## config.mk

```make
export PLATFORM = sky130hd
export DESIGN_NAME = rr_arbiter_4
export DESIGN_NICKNAME = d
export VERILOG_FILES = /design/src/rtl/arb_pkg.sv /design/src/rtl/rr_pick4.sv /design/src/rtl/rr_arbiter_4.sv
export SDC_FILE = /design/constraint.sdc
export NUM_CORES = 1
export LEC_CHECK = 0
export ABC_AREA = 1
export CAP_MARGIN = 20
export CORE_UTILIZATION = 39
export DETAILED_ROUTE_END_ITERATION = 10
export PLACE_DENSITY = 0.95
export REMOVE_ABC_BUFFERS = 1
export SLEW_MARGIN = 20
export SYNTH_ARGS = -nofsm -noshare
export SYNTH_HDL_FRONTEND = slang
export SYNTH_SLANG_ARGS = --single-unit
export TNS_END_PERCENT = 20
```

## constraint.sdc

```tcl
create_clock -name clk -period 4.4 [get_ports clk]
set_input_delay 1.1 -clock clk [delete_from_list [all_inputs] [get_ports clk]]
set_output_delay 1.1 -clock clk [all_outputs]
set_load 0.02 [all_outputs]
```

## src/rtl/arb_pkg.sv

```systemverilog
// Shared types and sizes for the four-requester round-robin arbiter.
package arb_pkg;
    localparam int NUM_REQ = 4;
    localparam int SEL_W   = 2;

    typedef enum logic {
        IDLE  = 1'b0,
        GRANT = 1'b1
    } state_t;
endpackage

```

## src/rtl/rr_pick4.sv

```systemverilog
// Rotating-priority picker: first set bit of req scanning ptr, ptr+1, ptr+2, ptr+3 (mod 4).
module rr_pick4
    import arb_pkg::*;
(
    input  logic [NUM_REQ-1:0] req,
    input  logic [SEL_W-1:0]   ptr,
    output logic               found,
    output logic [SEL_W-1:0]   idx
);
    // Scan from lowest priority upward so the highest-priority hit is written last.
    always_comb begin
        found = 1'b0;
        idx   = ptr;
        for (int k = NUM_REQ-1; k >= 0; k--) begin
            if (req[ptr + SEL_W'(k)]) begin
                found = 1'b1;
                idx   = ptr + SEL_W'(k);
            end
        end
    end
endmodule

```

## src/rtl/rr_arbiter_4.sv

```systemverilog
// Packet-granular round-robin arbiter driving a shared 4:1 data mux.
// Define ARB_TIMEOUT_EN to bound each grant to MAX_HOLD cycles.
module rr_arbiter_4
    import arb_pkg::*;
#(
    parameter int DATA_W   = 8,
    parameter int MAX_HOLD = 16
) (
    input  logic                      clk,
    input  logic                      rst,
    input  logic [NUM_REQ-1:0]        req,
    input  logic [NUM_REQ-1:0]        last,
    input  logic [NUM_REQ*DATA_W-1:0] in_data,
    output logic [NUM_REQ-1:0]        in_ready,
    output logic [NUM_REQ-1:0]        gnt,
    output logic [SEL_W-1:0]          sel,
    output logic                      out_valid,
    output logic [DATA_W-1:0]         out_data,
    output logic                      out_last,
    input  logic                      out_ready,
    output logic                      busy,
    output logic                      timeout
);
    if (MAX_HOLD < 2) begin : g_bad_hold
        $error("rr_arbiter_4: MAX_HOLD must be >= 2");
    end

    state_t                            state;
    logic [SEL_W-1:0]                  ptr;
    logic [NUM_REQ-1:0][DATA_W-1:0]    words;
    logic                              found;
    logic [SEL_W-1:0]                  pick;
    logic                              xfer_last;
    logic                              hold_to;
    logic                              release_now;

    rr_pick4 u_pick (
        .req   (req),
        .ptr   (ptr),
        .found (found),
        .idx   (pick)
    );

    // Data path is purely combinational behind the registered select.
    assign words     = in_data;
    assign busy      = (state == GRANT);
    assign out_valid = busy & req[sel];
    assign out_last  = out_valid & last[sel];
    assign out_data  = words[sel];
    assign in_ready  = gnt & {NUM_REQ{out_ready}};
    assign xfer_last = out_last & out_ready;

`ifdef ARB_TIMEOUT_EN
    localparam int HOLD_W = $clog2(MAX_HOLD);
    logic [HOLD_W-1:0] hold_cnt;

    // Counter sits at zero in IDLE so it reads 0 in the first GRANT cycle.
    always_ff @(posedge clk) begin
        if (rst || state == IDLE)
            hold_cnt <= '0;
        else
            hold_cnt <= hold_cnt + HOLD_W'(1);
    end

    assign hold_to = busy & (hold_cnt == HOLD_W'(MAX_HOLD-1)) & ~xfer_last;
`else
    assign hold_to = 1'b0;
`endif

    assign timeout     = hold_to;
    assign release_now = xfer_last | ~req[sel] | hold_to;

    always_ff @(posedge clk) begin
        if (rst) begin
            state <= IDLE;
            gnt   <= '0;
            sel   <= '0;
            ptr   <= '0;
        end else begin
            case (state)
                IDLE: begin
                    if (found) begin
                        state <= GRANT;
                        gnt   <= NUM_REQ'(1) << pick;
                        sel   <= pick;
                    end else begin
                        gnt   <= '0;
                    end
                end
                GRANT: begin
                    if (release_now) begin
                        state <= IDLE;
                        gnt   <= '0;
                        ptr   <= sel + SEL_W'(1);
                    end
                end
                default: begin
                    state <= IDLE;
                    gnt   <= '0;
                end
            endcase
        end
    end
endmodule
```

==> results of run 1 <==
-- worst min-delay path: cells and delay by family (launching register included) --
kind / cells / cell delay (ps)
flops: 1 / 320
simple gates: 1 / 60
compound gates: 1 / 50
-- routing by layer --
layer  routed length, um  part of all wire  up-vias  track usage
met1                1140              0.42      574        0.235
met3                 126             0.046        8       0.0609
met4                  83             0.030        0        0.132
met5                   0                 0        -            0
met2                1390              0.51       47        0.418
li1                    -                 -      692            -
-- where the power goes --
group / switching [W] / total [W] / leakage (nW) / internal [W]
registers: 0.0000377 / 0.000143 / 0.0739 / 0.000106
logic: 0.000370 / 0.000648 / 0.647 / 0.000277
clock network: 0.0000310 / 0.0000661 / 0.0150 / 0.0000351
total: 0.000439 / 0.000857 / 0.736 / 0.000418
-- cell type report --
class / count / area (um^2)
Tap cell: 28 / 35.0
Inverter: 23 / 93.8
Timing Repair Buffer: 64 / 638
Multi-Input combinational cell: 136 / 676
Sequential cell: 9 / 180
Fill cell: 193 / 669
Clock buffer: 4 / 26.3
-- cell usage after synthesis --
cell,count,area share
a21oi_1,11,0.055
a21oi_2,1,0.0088
a21oi_4,1,0.016
and2_4,1,0.0088
buf_2,2,0.010
buf_4,2,0.015
buf_6,1,0.011
clkbuf_1,4,0.015
conb_1,1,0.0037
dfxtp_1,9,0.18
inv_1,19,0.071
inv_2,3,0.011
inv_8,1,0.011
nand2_1,43,0.16
nand2_2,9,0.056
nand2_4,1,0.011
nand3_1,10,0.050
nand3_2,2,0.020
nand4_1,3,0.019
nor2_1,17,0.064
nor2_2,3,0.019
nor3_1,1,0.0050
o21ai_0,19,0.095
o21ai_1,4,0.020
o22ai_1,8,0.050
o31ai_2,1,0.012
-- cells by family after synthesis --
group                  share of synthesized area
AOI/OAI and AO/OA                          0.258
buffers and inverters                      0.145
and+or+nand+nor                            0.414
DFF                                        0.180
other                                    0.00375
-- sequential cells by signal, summed over array words and instances, names as in the netlist --
name and cells:
busy 1, ptr 2, gnt 4, sel 2
-- placed cells by master (no fill, tap or decap), drive strengths merged --
cell type,instances
nand3,12
clkbuf,4
nand2,53
nand4,3
dfxtp,9
o22ai,8
and2,1
buf,1
o31ai,1
clkdlybuf4s50,63
conb,1
inv,23
nor3,1
nor2,20
o21ai,23
a21oi,13
-- metrics by stage --
stage / hold WS [ps] / std cells
floorplan: 498 / 168
global placement: 469 / 260
detailed placement: 472 / 260
CTS: 482 / 264
global route: 499 / 264
finish: 479 / 264
-- worst max path at each step --
stage                 start  endpoint  slack [ps]  cells after the start
global route         req[2]  out_last         520                      6
floorplan           last[3]  out_last        1460                      4
detailed placement   req[0]  out_last         640                      6
global placement     req[3]  out_last         660                      6
finish               req[3]  out_last         650                      6
CTS                  req[0]  out_last         640                      6
==> flow_summary.toml, run 1 <==
[drt]
wl_per_cell_um = 10.4
via_per_inst = 5.00
vias = 1321
drc_errors = 0
ant_nets = 0
first_pass_iters = 4
routed_wirelength_um = 2740
drt_iter0_markers = 13

[setup_path]
worst-path-buf-inv = 2
endpoint_kind = "output pin"
crit_fanout = 4
slowest_stage = "clkdlybuf4s50_1"
criticalPathCategory = "input port to output pin"
reg2reg_slack_ps = 2520
start_kind = "input port"
crit_family = "buffers and inverters"
rr_endpoint = "ptr[0]"
worstPathArrival_ps = 2650
r2r_cells = 9
path_common_cell = "clkdlybuf4s50_1"
cp_slowest_stage_delay_ps = 630
crit_chain = "clkdlybuf4s50_1 > a21oi_1 > o21ai_1 > nand2_1 > nor3_1 > clkdlybuf4s50_1"
required_ps = 3300
rr_startpoint = "sel[0]"

[sta]
finalCriticalPeriod_ps = 3750
rsz0062_at_grt = "false"
setup_viol = 0
skew_ps = 4.37
slew_violations = 0
tightest_slew_ps = 555
fin_crit_sh = 0.851
layout_setup_ws_ps = 655
slew_headroom = 0.629
fmax_mhz = 267
setup_tns_ps = 0
hold_viol = 0

[cts]
cts_hold_buf = 0
htreeDepth = 1
numCtsBuffers = 3
root_buffer = "clkbuf_4"
insertion_delay_ps = 270
cts_sinks = 9
cts_tree = "built"
cts_setup_buffers = 0
path_clk_slew_ps = 60
clockBufferDepth = 2
cts_resized = 0

[floorplan]
die_h_um = 52.7
pin_count = 65
core_um2 = 2320
die_w_um = 52.7
initial_utilization = 0.432
rows = 17
dieArea_um2 = 2770

[run]
maxCapViolations = 0

[outcome]
status = "completed"

[placed_design]
place_congestion = 0.787
place_ws_ps = 644
hpwl_um = 2230
placed_area_um2 = 1620
io_buffers = 63

[synth]
yosys_register_bits = 9
synthDistinctLibCells = 26
ys_seq_area_frac = 0.180
yosys_warnings = 0
synthCells = 177
syn_avg_cell_area_um2 = 5.66
synthesis.area_um2 = 1000

[power_and_ir_drop]
power.density_nw_per_um2 = 520
p_leak_nw = 0.736
peakVddDrop_v = 0.000390
finalPower_w = 0.000857

[hold_path]
hold_depth = 2
hold_class = "flip-flop to flip-flop"
hold_end = "gnt[2]"
min_from = "gnt[2]"

[grt]
antenna_found_initial = 0
grt_pass1_wl_um = 4700
grt_max_degree = 26
track_usage = 0.231
overflow = 0
first_global_vias = 1214

[final_layout]
nets = 280
n_antenna_cell = 0
final_area_um2 = 1650
post-route-util = 0.711
area_growth_pct = 64.7
drive_above_1_share = 0.114
Power figures use the tool's default switching activity.
==> run 2: changes to the inputs <==
--- a/config.mk
+++ b/config.mk
@@ -7,9 +7,9 @@
 export LEC_CHECK = 0
 export ABC_AREA = 1
 export CAP_MARGIN = 20
-export CORE_UTILIZATION = 39
+export CORE_UTILIZATION = 36
 export DETAILED_ROUTE_END_ITERATION = 10
-export PLACE_DENSITY = 0.95
+export PLACE_DENSITY = 0.9
 export REMOVE_ABC_BUFFERS = 1
 export SLEW_MARGIN = 20
 export SYNTH_ARGS = -nofsm -noshare
==> constraint.sdc (replaced) <==
create_clock -name clk -period 3.78 [get_ports clk]
set_input_delay 0.945 -clock clk [delete_from_list [all_inputs] [get_ports clk]]
set_output_delay 0.945 -clock clk [all_outputs]
set_load 0.02 [all_outputs]
==> flow_summary.toml, run 2 (synthesis results as in run 1) <==
[outcome]
status = "completed"

[sta]
tightest_slew_ps = 541
fmax_mhz = 286
setup_viol = 0
rsz0062_at_grt = "false"
slew_headroom = 0.639
skew_ps = 5.76
fin_crit_sh = 0.926
slew_violations = 0
setup_tns_ps = 0
hold_viol = 0
finalCriticalPeriod_ps = 3500

[cts]
htreeDepth = 1
path_clk_slew_ps = 60
cts_hold_buf = 0
clockBufferDepth = 2
numCtsBuffers = 3
cts_tree = "built"
insertion_delay_ps = 260
cts_setup_buffers = 0
cts_resized = 0
cts_sinks = 9
root_buffer = "clkbuf_4"

[hold_path]
hold_depth = 2
hold_class = "flip-flop to flip-flop"

[placed_design]
io_buffers = 63
dp_cells = 262
place_congestion = 0.846
hpwl_um = 2270

[drt]
routed_wirelength_um = 2750
ant_nets = 0
drc_errors = 0
wl_per_cell_um = 10.3
via_per_inst = 4.98
drt_iter0_markers = 24
vias = 1326
first_pass_iters = 4

[grt]
first_global_vias = 1130
track_usage = 0.205
overflow = 0
grt_max_degree = 25
grt_pass1_wl_um = 4530
antenna_found_initial = 0

[final_layout]
reg_top3 = "gnt (4), ptr (2), sel (2)"
most-common-layout-cells = "63 x clkdlybuf4s50_1, 43 x nand2_1, 19 x inv_1, 19 x o21ai_0, 17 x nor2_1"
final_common_cell = "clkdlybuf4s50_1"
layout.cells.non_filler = 266
nets = 280
post-route-util = 0.649
max_flop_register = "gnt"
n_antenna_cell = 0
area_growth_pct = 65.0
drive_above_1_share = 0.114
largest_reg_flops = 4

[setup_path]
required_ps = 2830
worstPathArrival_ps = 2560
start_kind = "input port"
crit_fanout = 4
criticalPathCategory = "input port to output pin"
endpoint_kind = "output pin"
r2r_cells = 9

[floorplan]
initial_utilization = 0.393
die_h_um = 54.7
rows = 18
core_um2 = 2540
dieArea_um2 = 3000
pin_count = 65
die_w_um = 54.7

[run]
maxCapViolations = 0

[power_and_ir_drop]
p_leak_nw = 0.736
power.density_nw_per_um2 = 603
peakVddDrop_v = 0.000414
[run 2: cell counts in the layout (fill, tap and decap cells not counted)]
Identical to the previous run, type by type.
[run 2: per-layer routing]
metal  vias up  routed length, um  GRT usage
li1        695                  -          -
met5         -                  0          0
met1       576               1140      0.239
met4         0                 10     0.0342
met3         2                168     0.0528
met2        53               1430      0.376
[run 2: worst paths after layout]
check | slack, ps | to | from
worst max-delay path | 280 | out_last | req[3]
worst min-delay path | 480 | gnt[2] | gnt[2]
worst max register to register | 1930 | ptr[0] | sel[1]
worst min register to register | 480 | gnt[2] | gnt[2]
[run 2: worst max-delay path: stages]
cell             delay, ps
clkdlybuf4s50_1        530
a21oi_1                 90
o21ai_1                 90
nand2_1                130
nor3_1                 150
clkdlybuf4s50_1        620
[run 2: layout make-up]
class | instances | area (um^2)
inverters | 23 | 93.8
flip-flops and latches | 9 | 180
repair buffers | 64 | 638
fillers | 221 | 893
well taps | 30 | 37.5
clock buffers | 4 | 26.3
multi-input cells | 136 | 676
[run 2: metrics by stage]
stage	power [W]	hold WS, ps	area, um^2	setup WS [ps]
2_1_floorplan	0.000636	498	950	1150
3_3_place_gp	0.000913	468	1630	302
3_5_place_dp	0.000924	471	1630	278
4_1_cts	0.00100	481	1650	274
5_1_grt	0.00109	518	1650	154
6_report	0.000996	482	1650	279
[run 2: power breakdown]
group	internal, W	switching [W]
clock	0.0000407	0.0000349
sequential	0.000123	0.0000436
combinational	0.000323	0.000431
==> run 3: changes to the inputs <==
--- a/config.mk
+++ b/config.mk
@@ -11,6 +11,7 @@
 export DETAILED_ROUTE_END_ITERATION = 10
 export PLACE_DENSITY = 0.9
 export REMOVE_ABC_BUFFERS = 1
+export SKIP_LAST_GASP = 1
 export SLEW_MARGIN = 20
 export SYNTH_ARGS = -nofsm -noshare
 export SYNTH_HDL_FRONTEND = slang
==> results of run 3 <==
Final layout, timing and power as in run 2 (identical DEF).
